--- src/rtl/gold_pkg.sv ---
`default_nettype none
// ============================================================================
// Package  : gold_pkg
// Purpose  : Shared widths, FSM states and LFSR step for the Gold-code correlator.
// Revision : 1.0
// ============================================================================
package gold_pkg;

    localparam int LFSR_W   = 6;
    localparam int CODE_LEN = 63;
    localparam int CORR_W   = 7;

    localparam logic [LFSR_W-1:0] TAPS1_DEFAULT = 6'b100001;
    localparam logic [LFSR_W-1:0] TAPS2_DEFAULT = 6'b110011;

    typedef enum logic [1:0] {
        IDLE   = 2'd0,
        SEARCH = 2'd1,
        TRACK  = 2'd2
    } state_t;

    function automatic logic [LFSR_W-1:0] lfsr_step(input logic [LFSR_W-1:0] s,
                                                     input logic [LFSR_W-1:0] taps);
        return {s[LFSR_W-2:0], ^(s & taps)};
    endfunction

endpackage
`default_nettype wire

--- src/rtl/gold_gen.sv ---
`default_nettype none
// ============================================================================
// Module   : gold_gen
// Purpose  : Two 6-bit m-sequence LFSRs whose MSBs are XORed into a Gold chip.
// Revision : 1.0
// ============================================================================
module gold_gen
    import gold_pkg::*;
#(
    parameter logic [LFSR_W-1:0] TAPS1 = TAPS1_DEFAULT,
    parameter logic [LFSR_W-1:0] TAPS2 = TAPS2_DEFAULT
) (
    input  logic              clk,
    input  logic              rst,
    input  logic              load,
    input  logic [LFSR_W-1:0] seed1,
    input  logic [LFSR_W-1:0] seed2,
    input  logic              adv,
    output logic              chip
);

    logic [LFSR_W-1:0] r_s1;
    logic [LFSR_W-1:0] r_s2;

    always_ff @(posedge clk or posedge rst) begin
        if (rst) begin
            r_s1 <= '0;
            r_s2 <= '0;
        end else if (load) begin
            r_s1 <= seed1;
            r_s2 <= seed2;
        end else if (adv) begin
            r_s1 <= lfsr_step(r_s1, TAPS1);
            r_s2 <= lfsr_step(r_s2, TAPS2);
        end
    end

    assign chip = r_s1[LFSR_W-1] ^ r_s2[LFSR_W-1];

endmodule
`default_nettype wire

--- src/rtl/gold_code_correlator.sv ---
`default_nettype none
// ============================================================================
// Module   : gold_code_correlator
// Purpose  : Despreads a chip stream against a local Gold code; searches code
//            phase by chip slipping, locks on a peak, emits one bit per window.
// Revision : 1.0
// ============================================================================
module gold_code_correlator
    import gold_pkg::*;
#(
    parameter logic [LFSR_W-1:0] TAPS1    = TAPS1_DEFAULT,
    parameter logic [LFSR_W-1:0] TAPS2    = TAPS2_DEFAULT,
    parameter int                THRESH   = 48,
    parameter int                MISS_MAX = 3
) (
    input  logic                     clkin,
    input  logic                     rst,
    input  logic                     start,
    input  logic [LFSR_W-1:0]        code1,
    input  logic [LFSR_W-1:0]        code2,
    input  logic                     chip_valid,
    input  logic                     chip_in,
    output logic                     ready,
    output logic                     locked,
    output logic                     bit_valid,
    output logic                     bit_out,
    output logic signed [CORR_W-1:0] corr_out,
    output logic [LFSR_W-1:0]        phase,
    output logic                     seed_err,
    output logic                     search_wrap
);

    localparam int c_WIDE_W = CORR_W + 1;
    localparam int c_MISS_W = $clog2(MISS_MAX + 1);

    state_t                r_state, w_state_nxt;
    logic [LFSR_W-1:0]     r_win_cnt, r_phase, w_phase_nxt;
    logic [CORR_W-1:0]     r_match, w_matches;
    logic [c_MISS_W-1:0]   r_miss, w_miss_nxt;
    logic                  r_slip_hold, w_hold_nxt;
    logic                  r_bit_valid, r_bit_out, r_seed_err, r_wrap;
    logic [CORR_W-1:0]     r_corr;
    logic                  w_gold, w_accept, w_win_end, w_load, w_seed_err, w_wrap, w_peak;
    logic [c_WIDE_W-1:0]   w_corr_wide, w_abs;

    gold_gen #(
        .TAPS1 (TAPS1),
        .TAPS2 (TAPS2)
    ) u_gen (
        .clk   (clkin),
        .rst   (rst),
        .load  (w_load),
        .seed1 (code1),
        .seed2 (code2),
        .adv   (w_accept && !r_slip_hold),
        .chip  (w_gold)
    );

    // start takes priority: a chip arriving alongside it is dropped
    assign w_accept    = chip_valid && !start && (r_state != IDLE);
    assign w_win_end   = w_accept && (r_win_cnt == LFSR_W'(CODE_LEN - 1));
    assign w_matches   = r_match + CORR_W'(chip_in == w_gold);
    assign w_corr_wide = {w_matches, 1'b0} - c_WIDE_W'(CODE_LEN);
    assign w_abs       = w_corr_wide[c_WIDE_W-1] ? -w_corr_wide : w_corr_wide;
    assign w_peak      = (w_abs >= c_WIDE_W'(THRESH));

    always_ff @(posedge clkin or posedge rst) begin
        if (rst) begin
            r_state <= IDLE;
        end else begin
            r_state <= w_state_nxt;
        end
    end

    always_comb begin
        w_state_nxt = r_state;
        w_phase_nxt = r_phase;
        w_miss_nxt  = r_miss;
        w_hold_nxt  = r_slip_hold;
        w_load      = 1'b0;
        w_seed_err  = 1'b0;
        w_wrap      = 1'b0;
        if (start) begin
            if ((code1 == '0) || (code2 == '0)) begin
                w_seed_err  = 1'b1;
                w_state_nxt = IDLE;
            end else begin
                w_load      = 1'b1;
                w_state_nxt = SEARCH;
                w_phase_nxt = '0;
                w_miss_nxt  = '0;
                w_hold_nxt  = 1'b0;
            end
        end else if (w_accept) begin
            w_hold_nxt = 1'b0;
            if (w_win_end) begin
                case (r_state)
                    SEARCH: begin
                        if (w_peak) begin
                            w_state_nxt = TRACK;
                            w_miss_nxt  = '0;
                        end else begin
                            // hold the local code for one chip to try the next phase
                            w_hold_nxt = 1'b1;
                            if (r_phase == LFSR_W'(CODE_LEN - 1)) begin
                                w_phase_nxt = '0;
                                w_wrap      = 1'b1;
                            end else begin
                                w_phase_nxt = r_phase + 1'b1;
                            end
                        end
                    end
                    TRACK: begin
                        if (w_peak) begin
                            w_miss_nxt = '0;
                        end else if (r_miss == c_MISS_W'(MISS_MAX - 1)) begin
                            w_state_nxt = SEARCH;
                            w_miss_nxt  = '0;
                            w_hold_nxt  = 1'b1;
                        end else begin
                            w_miss_nxt = r_miss + 1'b1;
                        end
                    end
                    default: ;
                endcase
            end
        end
    end

    always_ff @(posedge clkin or posedge rst) begin
        if (rst) begin
            r_win_cnt   <= '0;
            r_match     <= '0;
            r_phase     <= '0;
            r_miss      <= '0;
            r_slip_hold <= 1'b0;
            r_bit_valid <= 1'b0;
            r_bit_out   <= 1'b0;
            r_corr      <= '0;
            r_seed_err  <= 1'b0;
            r_wrap      <= 1'b0;
        end else begin
            r_phase     <= w_phase_nxt;
            r_miss      <= w_miss_nxt;
            r_slip_hold <= w_hold_nxt;
            r_bit_valid <= w_win_end;
            r_seed_err  <= w_seed_err;
            r_wrap      <= w_wrap;
            if (w_load) begin
                r_win_cnt <= '0;
                r_match   <= '0;
            end else if (w_win_end) begin
                r_win_cnt <= '0;
                r_match   <= '0;
                r_corr    <= w_corr_wide[CORR_W-1:0];
                r_bit_out <= w_corr_wide[c_WIDE_W-1];
            end else if (w_accept) begin
                r_win_cnt <= r_win_cnt + 1'b1;
                r_match   <= w_matches;
            end
        end
    end

    assign ready       = (r_state == IDLE);
    assign locked      = (r_state == TRACK);
    assign bit_valid   = r_bit_valid;
    assign bit_out     = r_bit_out;
    assign corr_out    = r_corr;
    assign phase       = r_phase;
    assign seed_err    = r_seed_err;
    assign search_wrap = r_wrap;

endmodule
`default_nettype wire

--- config.mk ---
export PLATFORM = sky130hd
export DESIGN_NAME = gold_code_correlator
export DESIGN_NICKNAME = d
export VERILOG_FILES = /design/src/rtl/gold_pkg.sv /design/src/rtl/gold_gen.sv /design/src/rtl/gold_code_correlator.sv
export SDC_FILE = /design/constraint.sdc
export NUM_CORES = 1
export LEC_CHECK = 0
export BUFFER_PORTS_ARGS = -buffer_cell sky130_fd_sc_hd__buf_4
export CAP_MARGIN = 20
export CORE_MARGIN = 4
export CORE_UTILIZATION = 48
export CTS_CLUSTER_SIZE = 28
export DETAILED_ROUTE_END_ITERATION = 7
export PLACE_DENSITY = 0.71
export SETUP_SLACK_MARGIN = 0.2
export SLEW_MARGIN = 20
export SYNTH_ARGS = -nofsm -noshare
export SYNTH_HDL_FRONTEND = slang
export SYNTH_SLANG_ARGS = --single-unit
--- constraint.sdc ---
create_clock -name clkin -period 3 [get_ports clkin]
set_input_delay 0.45 -clock clkin [delete_from_list [all_inputs] [get_ports clkin]]
set_output_delay 0.45 -clock clkin [all_outputs]
set_load 0.03 [all_outputs]
### Word level (Yosys, flattened, before mapping)

Index checks and enable logic that the tools add are counted.

| word-level totals | value |
|---|---|
| register bits | 47 |
| input bits | 17 |
| output and inout port bits | 19 |
| word-level logic and storage cells | 109 |

| cells by class | value |
|---|---|
| add/subtract/negate cells | 6 |
| $lt $le $gt $ge | 1 |
| equality and inequality tests | 11 |
| multiplexer cells | 52 |
| bitwise operators | 2 |
| reduce and logical (&&, ||, !) cells | 24 |

Operator list:

| cell | number |
|---|---|
| 6-bit 2-to-1 mux | 14 |
| 2-bit 2-to-1 mux | 13 |
| 7-bit 2-to-1 mux | 3 |
| 1-bit 2-to-1 mux | 18 |
| 6-bit by 1-bit adder with 6-bit output, second input constant | 2 |
| 6-bit == test, second input constant | 2 |
| 6-bit zero test | 2 |
| 6-bit XOR reduction | 2 |
| 5-bit AND reduction | 2 |
| 2-bit nonzero test | 5 |
| 8-bit by 6-bit greater-or-equal comparator with 1-bit output, second input constant | 1 |
| 8-bit 2-to-1 mux | 1 |
| 8-bit negation | 1 |
| 2-bit one-hot mux with 2 select lines | 2 |
| 8-bit by 6-bit subtractor with 8-bit output, second input constant | 1 |
| 7-bit by 1-bit adder with 7-bit output | 1 |
| 3-bit inequality test, second input constant | 2 |
| 6-bit AND reduction | 1 |
| 3-bit nonzero test | 2 |
| 2-bit == test, second input constant | 2 |
| 1-bit logical AND | 4 |
| 2-bit inequality test, second input constant | 2 |
| 2-bit AND reduction | 2 |
| 3-bit by 2-bit inequality test with 1-bit output, second input constant | 1 |
| other kinds (9) | 10 |

### Logic depth before layout (Yosys ltp)

Gate-level depths: netlist (run 1).

| depth | value |
|---|---|
| depth after elaboration | 12 |
| gate-level depth with buffers | 11 |
| gate-level depth less buffers | 10 |

### By module

Synthesis (run 1) repeated with hierarchy kept, for this count alone.

| unflattened totals | value |
|---|---|
| cells, all modules | 265 |
| area, all modules | 2,578.7 sq um |

By module, submodules not included:

| module | instances | cells an instance | area an instance (sq um) | sequential area each (sq um) |
|---|---|---|---|---|
| gold_code_correlator | 1 | 203 | 1,959.4 | 875.8 |
| gold_gen | 1 | 62 | 619.3 | 300.3 |

### Least setup slack after synthesis (run 1)

OpenSTA, ideal clock, no wires.

| timing path | value |
|---|---|
| path kind | input port to flip-flop |
| from | input port chip_in |
| to | register r_phase[5], in the netlist phase[5] |
| setup time | 78 ps |
| arrival time | 2,519 ps |
| data required time | 2,922 ps |
| setup slack | 403 ps |
| cell stages on the path | 11 |
| path buffers | 1 |
| cells stage by stage | xor2_1 xnor2_1 ha_1 ha_1 buf_2 and3_2 o211ai_2 and4bb_4 nand4_4 or4_1 a21oi_1 |

| on the way | value |
|---|---|
| word-level cells in the longest chain between the ends | 8 |

Ends and longest elaborated chain:

| item | RTL line | source |
|---|---|---|
| from (decl) | gold_code_correlator.sv:22 | `input logic chip_in,` |
| 1-bit == test (*) | gold_code_correlator.sv:62 | `assign w_matches = r_match + CORR_W'(chip_in == w_gold);` |
| 7-bit by 1-bit adder with 7-bit output (*) | gold_code_correlator.sv:62 |  |
| 8-bit by 6-bit subtractor with 8-bit output (*) | gold_code_correlator.sv:63 | `assign w_corr_wide = {w_matches, 1'b0} - c_WIDE_W'(CODE_LEN);` |
| 8-bit negation | gold_code_correlator.sv:64 | `assign w_abs = w_corr_wide[c_WIDE_W-1] ? -w_corr_wide : w_corr_wide;` |
| 8-bit 2-to-1 mux (*) | gold_code_correlator.sv:64 |  |
| 8-bit by 6-bit greater-or-equal comparator with 1-bit output (*) | gold_code_correlator.sv:65 | `assign w_peak = (w_abs >= c_WIDE_W'(THRESH));` |
| 2-bit inequality test (no source line) (*) | -- |  |
| 5-bit AND reduction (no source line) (*) | -- |  |
| to (signal assigned) | gold_code_correlator.sv:143 | `r_phase <= w_phase_nxt;` |
| to (decl) | gold_code_correlator.sv:37 | `logic [LFSR_W-1:0] r_win_cnt, r_phase, w_phase_nxt;` |

Every way passes the cells marked *; elsewhere a longest branch is shown, timed or not.
A chain may end at the register's enable or synchronous reset.

### Final worst setup path (run 1)

| timing path | value |
|---|---|
| from | register u_gen.r_s2[5] |
| to | register r_phase[5], in the netlist phase[5] |

| on the way | value |
|---|---|
| word-level cells in the longest chain between the ends | 9 |

Ends and longest elaborated chain:

| item | RTL line | source |
|---|---|---|
| from (decl) | gold_gen.sv:23 | `logic [LFSR_W-1:0] r_s2;` |
| from (signal assigned) | gold_gen.sv:34 | `r_s2 <= lfsr_step(r_s2, TAPS2);` |
| 1-bit bitwise XOR (*) | gold_gen.sv:38 | `assign chip = r_s1[LFSR_W-1] ^ r_s2[LFSR_W-1];` |
| 1-bit == test (*) | gold_code_correlator.sv:62 |  |
| 7-bit by 1-bit adder with 7-bit output (*) | gold_code_correlator.sv:62 |  |
| 8-bit by 6-bit subtractor with 8-bit output (*) | gold_code_correlator.sv:63 |  |
| 8-bit negation | gold_code_correlator.sv:64 |  |
| 8-bit 2-to-1 mux (*) | gold_code_correlator.sv:64 |  |
| 8-bit by 6-bit greater-or-equal comparator with 1-bit output (*) | gold_code_correlator.sv:65 |  |
| 2-bit inequality test (no source line) (*) | -- |  |
| 5-bit AND reduction (no source line) (*) | -- |  |

Marked as above.

==> impl_metrics.py, run 1 <==
metrics = {
    "outcome": {
        "status": "finished, final reports clean",
    },
    "sta": {
        "min_period_ns": 2.61,
        "fmax_mhz": 383,
        "finalSetupViolCount": 0,
        "finClkSkew_ns": 0.00982,
        "whs_ns": 0.280,
        "rsz0062_at_grt": "false",
        "hold_viol": 0,
        "fin_tns_setup_ns": 0,
        "timing.final.ws_setup_ns": 0.389,
        "tightest_slew_ns": 0.820,
        "drv_slew": 0,
        "final.period_utilization_pct": 87.0,
        "relSlewSlack_pct": 45.2,
    },
    "worst_setup_path": {
        "critPathArrivalTime_ns": 2.84,
        "required_ns": 3.23,
        "timing.critical_path.to_type": "flop",
        "start_kind": "flop",
        "rr_worst_depth": 10,
        "path_class": "flop to flop",
        "worstPathMaxFanout": 8,
    },
    "place": {
        "place.gp.congestion": 0.865,
        "dp.cells": 378,
        "port_buffers": 35,
        "dp_slack_ns": 0.0726,
        "hpwl_mm": 4.15,
    },
    "cells_and_area": {
        "syn_to_final_growth_pct": 18.8,
        "multiInputGateArea_sq_um": 1350,
        "seq_area_sq_um": 1180,
        "antenna_cells": 0,
        "fillers": 450,
        "layout.cells.non_filler": 388,
        "final_nets": 343,
        "drive_gt1_share_pct": 20.1,
    },
    "logic_synthesis": {
        "synth_cell_types": 51,
        "synth_most_common_cell": "dfrtp_1",
        "synth-edff-count": 0,
        "synth.top_cell.area_share_pct": 45.4,
        "synth-seq-cells": 47,
        "synth_common_cells": "dfrtp_1, nand2_1, nor2_1, o21ai_0",
        "syn-num-nets": 305,
        "synthTopCellsByArea": "dfrtp_1, nand2_1, nor2_1, ha_1, o21ai_0",
        "yosysTopAreaCell": "dfrtp_1",
        "ys_warn_count": 0,
        "async_flop_share_pct": 100,
        "netlist_area_sq_um": 2590,
        "avgSynthCellArea_sq_um": 9.29,
        "synth_seq_area_share_pct": 45.4,
        "syn-instance-count": 279,
        "ys.flop_type": "dfrtp_1",
    },
    "clocking": {
        "cts.reportedPaths.clkPinSlew_ns": 0.09,
        "clockRootBuffer": "clkbuf_8",
        "clock_latency_ns": 0.30,
        "cts_hold_buf": 0,
        "h-tree-depth": 2,
        "cts_tree": "built",
        "cts_buffer_depth": 2,
        "numClockSinks": 47,
        "cts_inserted_buffers": 5,
    },
    "detailed_routing": {
        "vias_per_cell": 5.65,
        "route.detailed.drc": 0,
        "route.antenna.remaining_nets": 0,
        "wl_per_cell_um": 14.6,
        "num_vias": 2191,
        "wl_mm": 5.66,
        "first_pass_iters": 4,
        "dr.first_iter.drc_count": 163,
    },
    "power_and_ir_drop": {
        "p_per_area_nw_per_um2": 472,
        "power_frac_seq_pct": 48.3,
        "p_leak_nw": 1.37,
        "p_int_w": 0.00109,
        "clkPwrFrac_pct": 37.7,
        "ir_worst_vdd_mv": 0.250,
        "switchingPower_w": 0.000366,
        "p_sw_share_pct": 25.2,
        "pwr-share-comb_pct": 14.1,
        "total_power_w": 0.00145,
    },
    "global_routing": {
        "antenna_found_initial": 0,
        "track_usage_pct": 18.6,
        "overflow": 0,
        "first_global_vias": 2061,
        "grt_max_degree": 48,
        "grt_pass1_wl_mm": 9.50,
    },
    "die": {
        "placeableCoreArea_sq_um": 5170,
        "die_h_um": 81.5,
        "std_cell_rows": 26,
        "die_area_sq_um": 6640,
        "fp.dieW_um": 81.5,
        "start_util_pct": 50.1,
        "ios": 36,
    },
    "flow_run": {
        "drv_cap": 0,
    },
    "worst_hold_path": {
        "hp-class": "input port to async pin",
    },
}
per-layer routing:
| layer | vias to the layer above | track usage (%) | wire [um] |
|---|---|---|---|
| met3 | 10 | 3.29 | 286 |
| met4 | 0 | 6.42 | 93 |
| met1 | 1046 | 23.4 | 2530 |
| li1 | 1068 | - | - |
| met2 | 67 | 32.0 | 2750 |
| met5 | - | 0 | 0 |
metrics by stage:
step | cell area (sq um) | utilization (%)
after detailed placement | 2910 | 56.3
final | 3080 | 59.6
after global routing | 3080 | 59.6
after global placement | 2910 | 56.3
after CTS | 3050 | 59.0
after floorplan | 2590 | -
what timing repair did:
item / CTS / global route
setup endpoints to repair: 5 / 6
buffers inserted: 0 / 2
resized for setup: 2 / 2
pin swaps: 0 / 2
cells by family after synthesis:
logic type / Yosys count / synth area share (%)
adder cells (fa/ha/maj): 9 / 4.34
buffers and inverters: 17 / 3.23
flip-flops: 47 / 45.4
AO/OA/AOI/OAI: 56 / 15.3
multiplexers: 2 / 0.820
AND/OR/NAND/NOR: 134 / 26.3
XOR/XNOR: 14 / 4.73
state kept, by name, indices dropped and copies added, names as in the netlist:
name and count:
u_gen.r_s2 6, bit_out 1, r_win_cnt 6, bit_valid 1
r_match 7, phase 6, r_miss 2, search_wrap 1
corr_out 7, r_state 2, seed_err 1, u_gen.r_s1 6
r_slip_hold 1
cell type report:
| cell class | instances | share of cell area, % |
|---|---|---|
| inverters | 8 | 1.02 |
| flip-flops and latches | 47 | 38.2 |
| well taps | 70 | 2.84 |
| multi-input cells | 215 | 43.9 |
| clock inverters | 2 | 1.95 |
| clock buffers | 6 | 2.36 |
| repair buffers | 40 | 9.75 |
worst max-delay path, cell delays in order (launching register included):
cell,delay (ns)
dfrtp_1,0.41
xor2_1,0.16
xnor2_1,0.19
ha_2,0.26
ha_4,0.19
nand3_2,0.07
o21a_1,0.19
and4bb_4,0.34
nand4_4,0.15
or4_1,0.42
a21oi_1,0.15
layout by cell type (no fill, tap or decap), drive strengths merged, types with 2 or more instances in the layout:
cell type,instances
a21oi,4
a221o,2
a22o,5
a31oi,8
and2,4
and3,5
buf,40
bufinv,2
clkbuf,6
dfrtp,47
ha,9
inv,7
nand2,46
nand2b,6
nand3,8
nand4,7
nor2,37
nor3,6
nor3b,2
nor4,4
o21ai,19
o22ai,3
o31ai,5
o41ai,2
or3,2
or4,3
xnor2,5
xor2,9
power groups by stage:
stage / Clock [W] / Combinational [W] / Sequential [W]
after floorplan: 0 / 0.000121 / 0.000718
after global placement: 0 / 0.000193 / 0.000712
after detailed placement: 0 / 0.000196 / 0.000712
after CTS: 0.000560 / 0.000197 / 0.000701
after global routing: 0.000584 / 0.000226 / 0.000707
final: 0.000548 / 0.000204 / 0.000701
worst paths after layout:
path	start	slack, ns	endpoint
max	u_gen.r_s2[5]	0.39	phase[5]
min in group clkin	code1[0]	0.39	u_gen.r_s1[0]
max in group asynchronous	rst	2.23	phase[1]
max reg2reg	u_gen.r_s2[5]	0.39	phase[5]
min	rst	0.28	r_win_cnt[0]
min reg2reg	corr_out[1]	0.48	corr_out[1]
Note: power is estimated with default switching activity, not from simulation.
==> run 2, diff against run 1 <==
- REMOVE_ABC_BUFFERS: not set -> 1
==> run 2 against run 1 <==
Net effect:
- cell area fell by 0.85%
- fmax shrank 1.6%
- cell count fell by 0.77%
==> impl_metrics.py, run 2 (synthesis gave the netlist of run 1 again) <==
metrics = {
    "outcome": {
        "status": "finished, final reports clean",
    },
    "global_routing": {
        "track_usage_pct": 17.4,
        "antenna_found_initial": 0,
        "grt_pass1_wl_mm": 8.97,
        "met1_usage_pct": 22.1,
        "first_global_vias": 2001,
        "grt-busiest-layer": "met2",
        "grt_util_met2_pct": 29.9,
        "globalRouteMet3Util_pct": 3.95,
        "overflow": 0,
        "grt_max_degree": 48,
    },
    "power_and_ir_drop": {
        "ir_worst_vdd_mv": 0.271,
        "p_per_area_nw_per_um2": 472,
        "total_power_w": 0.00144,
        "p_leak_nw": 1.36,
    },
    "sta": {
        "timing.final.ws_setup_ns": 0.347,
        "whs_ns": 0.266,
        "finalSetupViolCount": 0,
        "tightest_slew_ns": 0.794,
        "fmax_mhz": 377,
        "fin_tns_setup_ns": 0,
        "rsz0062_at_grt": "false",
        "finClkSkew_ns": 0.00992,
        "relSlewSlack_pct": 47.0,
        "hold_viol": 0,
        "min_period_ns": 2.65,
        "final.period_utilization_pct": 88.4,
        "drv_slew": 0,
    },
    "cells_and_area": {
        "drive_gt1_share_pct": 19.0,
        "layout_common_cells": "dfrtp_1, nand2_1, buf_4, nor2_1, o21ai_0",
        "fillers": 463,
        "antenna_cells": 0,
        "syn_to_final_growth_pct": 17.8,
        "seq_area_sq_um": 1180,
        "multiInputGateArea_sq_um": 1350,
        "final_nets": 340,
        "layout.cells.non_filler": 385,
        "final_common_cell": "dfrtp_1",
    },
    "worst_setup_path": {
        "start_kind": "flop",
        "worstPathMaxFanout": 8,
        "path_class": "flop to flop",
        "timing.critical_path.to_type": "flop",
        "critPathArrivalTime_ns": 2.84,
        "required_ns": 3.19,
    },
    "worst_hold_path": {
        "hp-class": "input port to async pin",
    },
    "clocking": {
        "cts_inserted_buffers": 5,
        "cts_tree": "built",
        "h-tree-depth": 2,
        "clock_latency_ns": 0.30,
        "cts.reportedPaths.clkPinSlew_ns": 0.09,
        "cts_hold_buf": 0,
        "cts_buffer_depth": 2,
        "clockRootBuffer": "clkbuf_8",
        "numClockSinks": 47,
    },
    "detailed_routing": {
        "first_pass_iters": 4,
        "wl_per_cell_um": 14.1,
        "wl_mm": 5.43,
        "vias_per_cell": 5.51,
        "num_vias": 2122,
        "route.detailed.drc": 0,
        "dr.first_iter.drc_count": 148,
        "route.antenna.remaining_nets": 0,
    },
    "die": {
        "die_area_sq_um": 6640,
        "start_util_pct": 50.1,
        "std_cell_rows": 26,
        "placeableCoreArea_sq_um": 5170,
        "die_h_um": 81.5,
        "fp.dieW_um": 81.5,
        "ios": 36,
    },
    "place": {
        "dp_slack_ns": 0.119,
        "hpwl_mm": 4.01,
        "port_buffers": 35,
        "dp.cells": 377,
        "place.gp.congestion": 0.807,
    },
    "flow_run": {
        "drv_cap": 0,
    },
}
run 2: cell types whose count changed in the layout (fill, tap and decap cells not counted), sizes merged:
cell,previous run,this run
clkinvlp,0,1
clkbuf,6,5
buf,40,37
run 2: layer usage:
layer,vias up,part of all wire (%)
li1,1061,-
met1,1005,45
met2,52,49
met3,4,5.7
met4,0,0.70
met5,-,0
run 2: final timing paths:
path                                from       endpoint  slack (ns)  cells after the start
min                                  rst    corr_out[0]        0.27                      2
min reg2reg                  corr_out[1]    corr_out[1]        0.47                      2
min in group clkin              code1[0]  u_gen.r_s1[0]        0.38                      3
max reg2reg                u_gen.r_s2[5]      r_miss[1]        0.35                     10
max in group asynchronous            rst  u_gen.r_s1[4]        2.25                      2
max                        u_gen.r_s2[5]      r_miss[1]        0.35                     10
run 2: cell type report:
type | instances | share of cell area [%]
tap | 70 | 2.87
clock buffer | 5 | 2.25
inverter | 8 | 1.02
multi-input combinational | 215 | 44.0
clock inverter | 3 | 2.21
timing repair buffer | 37 | 9.09
sequential | 47 | 38.5
run 2: worst max-delay path, stage by stage, from the launching register on:
cell and delay (ns):
dfrtp_1 0.43, xor2_1 0.18, xnor2_1 0.15, ha_1 0.28, ha_4 0.22, inv_1 0.07
a2111oi_1 0.50, o31ai_4 0.15, nand2_1 0.19, o21ai_0 0.15, a32o_1 0.22
run 2: power by group:
part | switching [W] | internal (W) | total, W
registers | 0.0000334 | 0.000667 | 0.000700
clock network | 0.000212 | 0.000332 | 0.000544
logic | 0.000115 | 0.0000817 | 0.000197
run 2: through the flow:
stage                     instance area (sq um)  util [%]
after floorplan                            2540         -
after CTS                                  3040      58.8
after global routing                       3050      59.0
after global placement                     2900      56.1
final                                      3050      59.0
after detailed placement                   2900      56.1
run 2: repair_timing:
| action | in CTS | in global routing |
|---|---|---|
| setup endpoints to repair | 0 | 10 |
| gates resized for setup | 0 | 2 |
| buffers inserted | 0 | 0 |
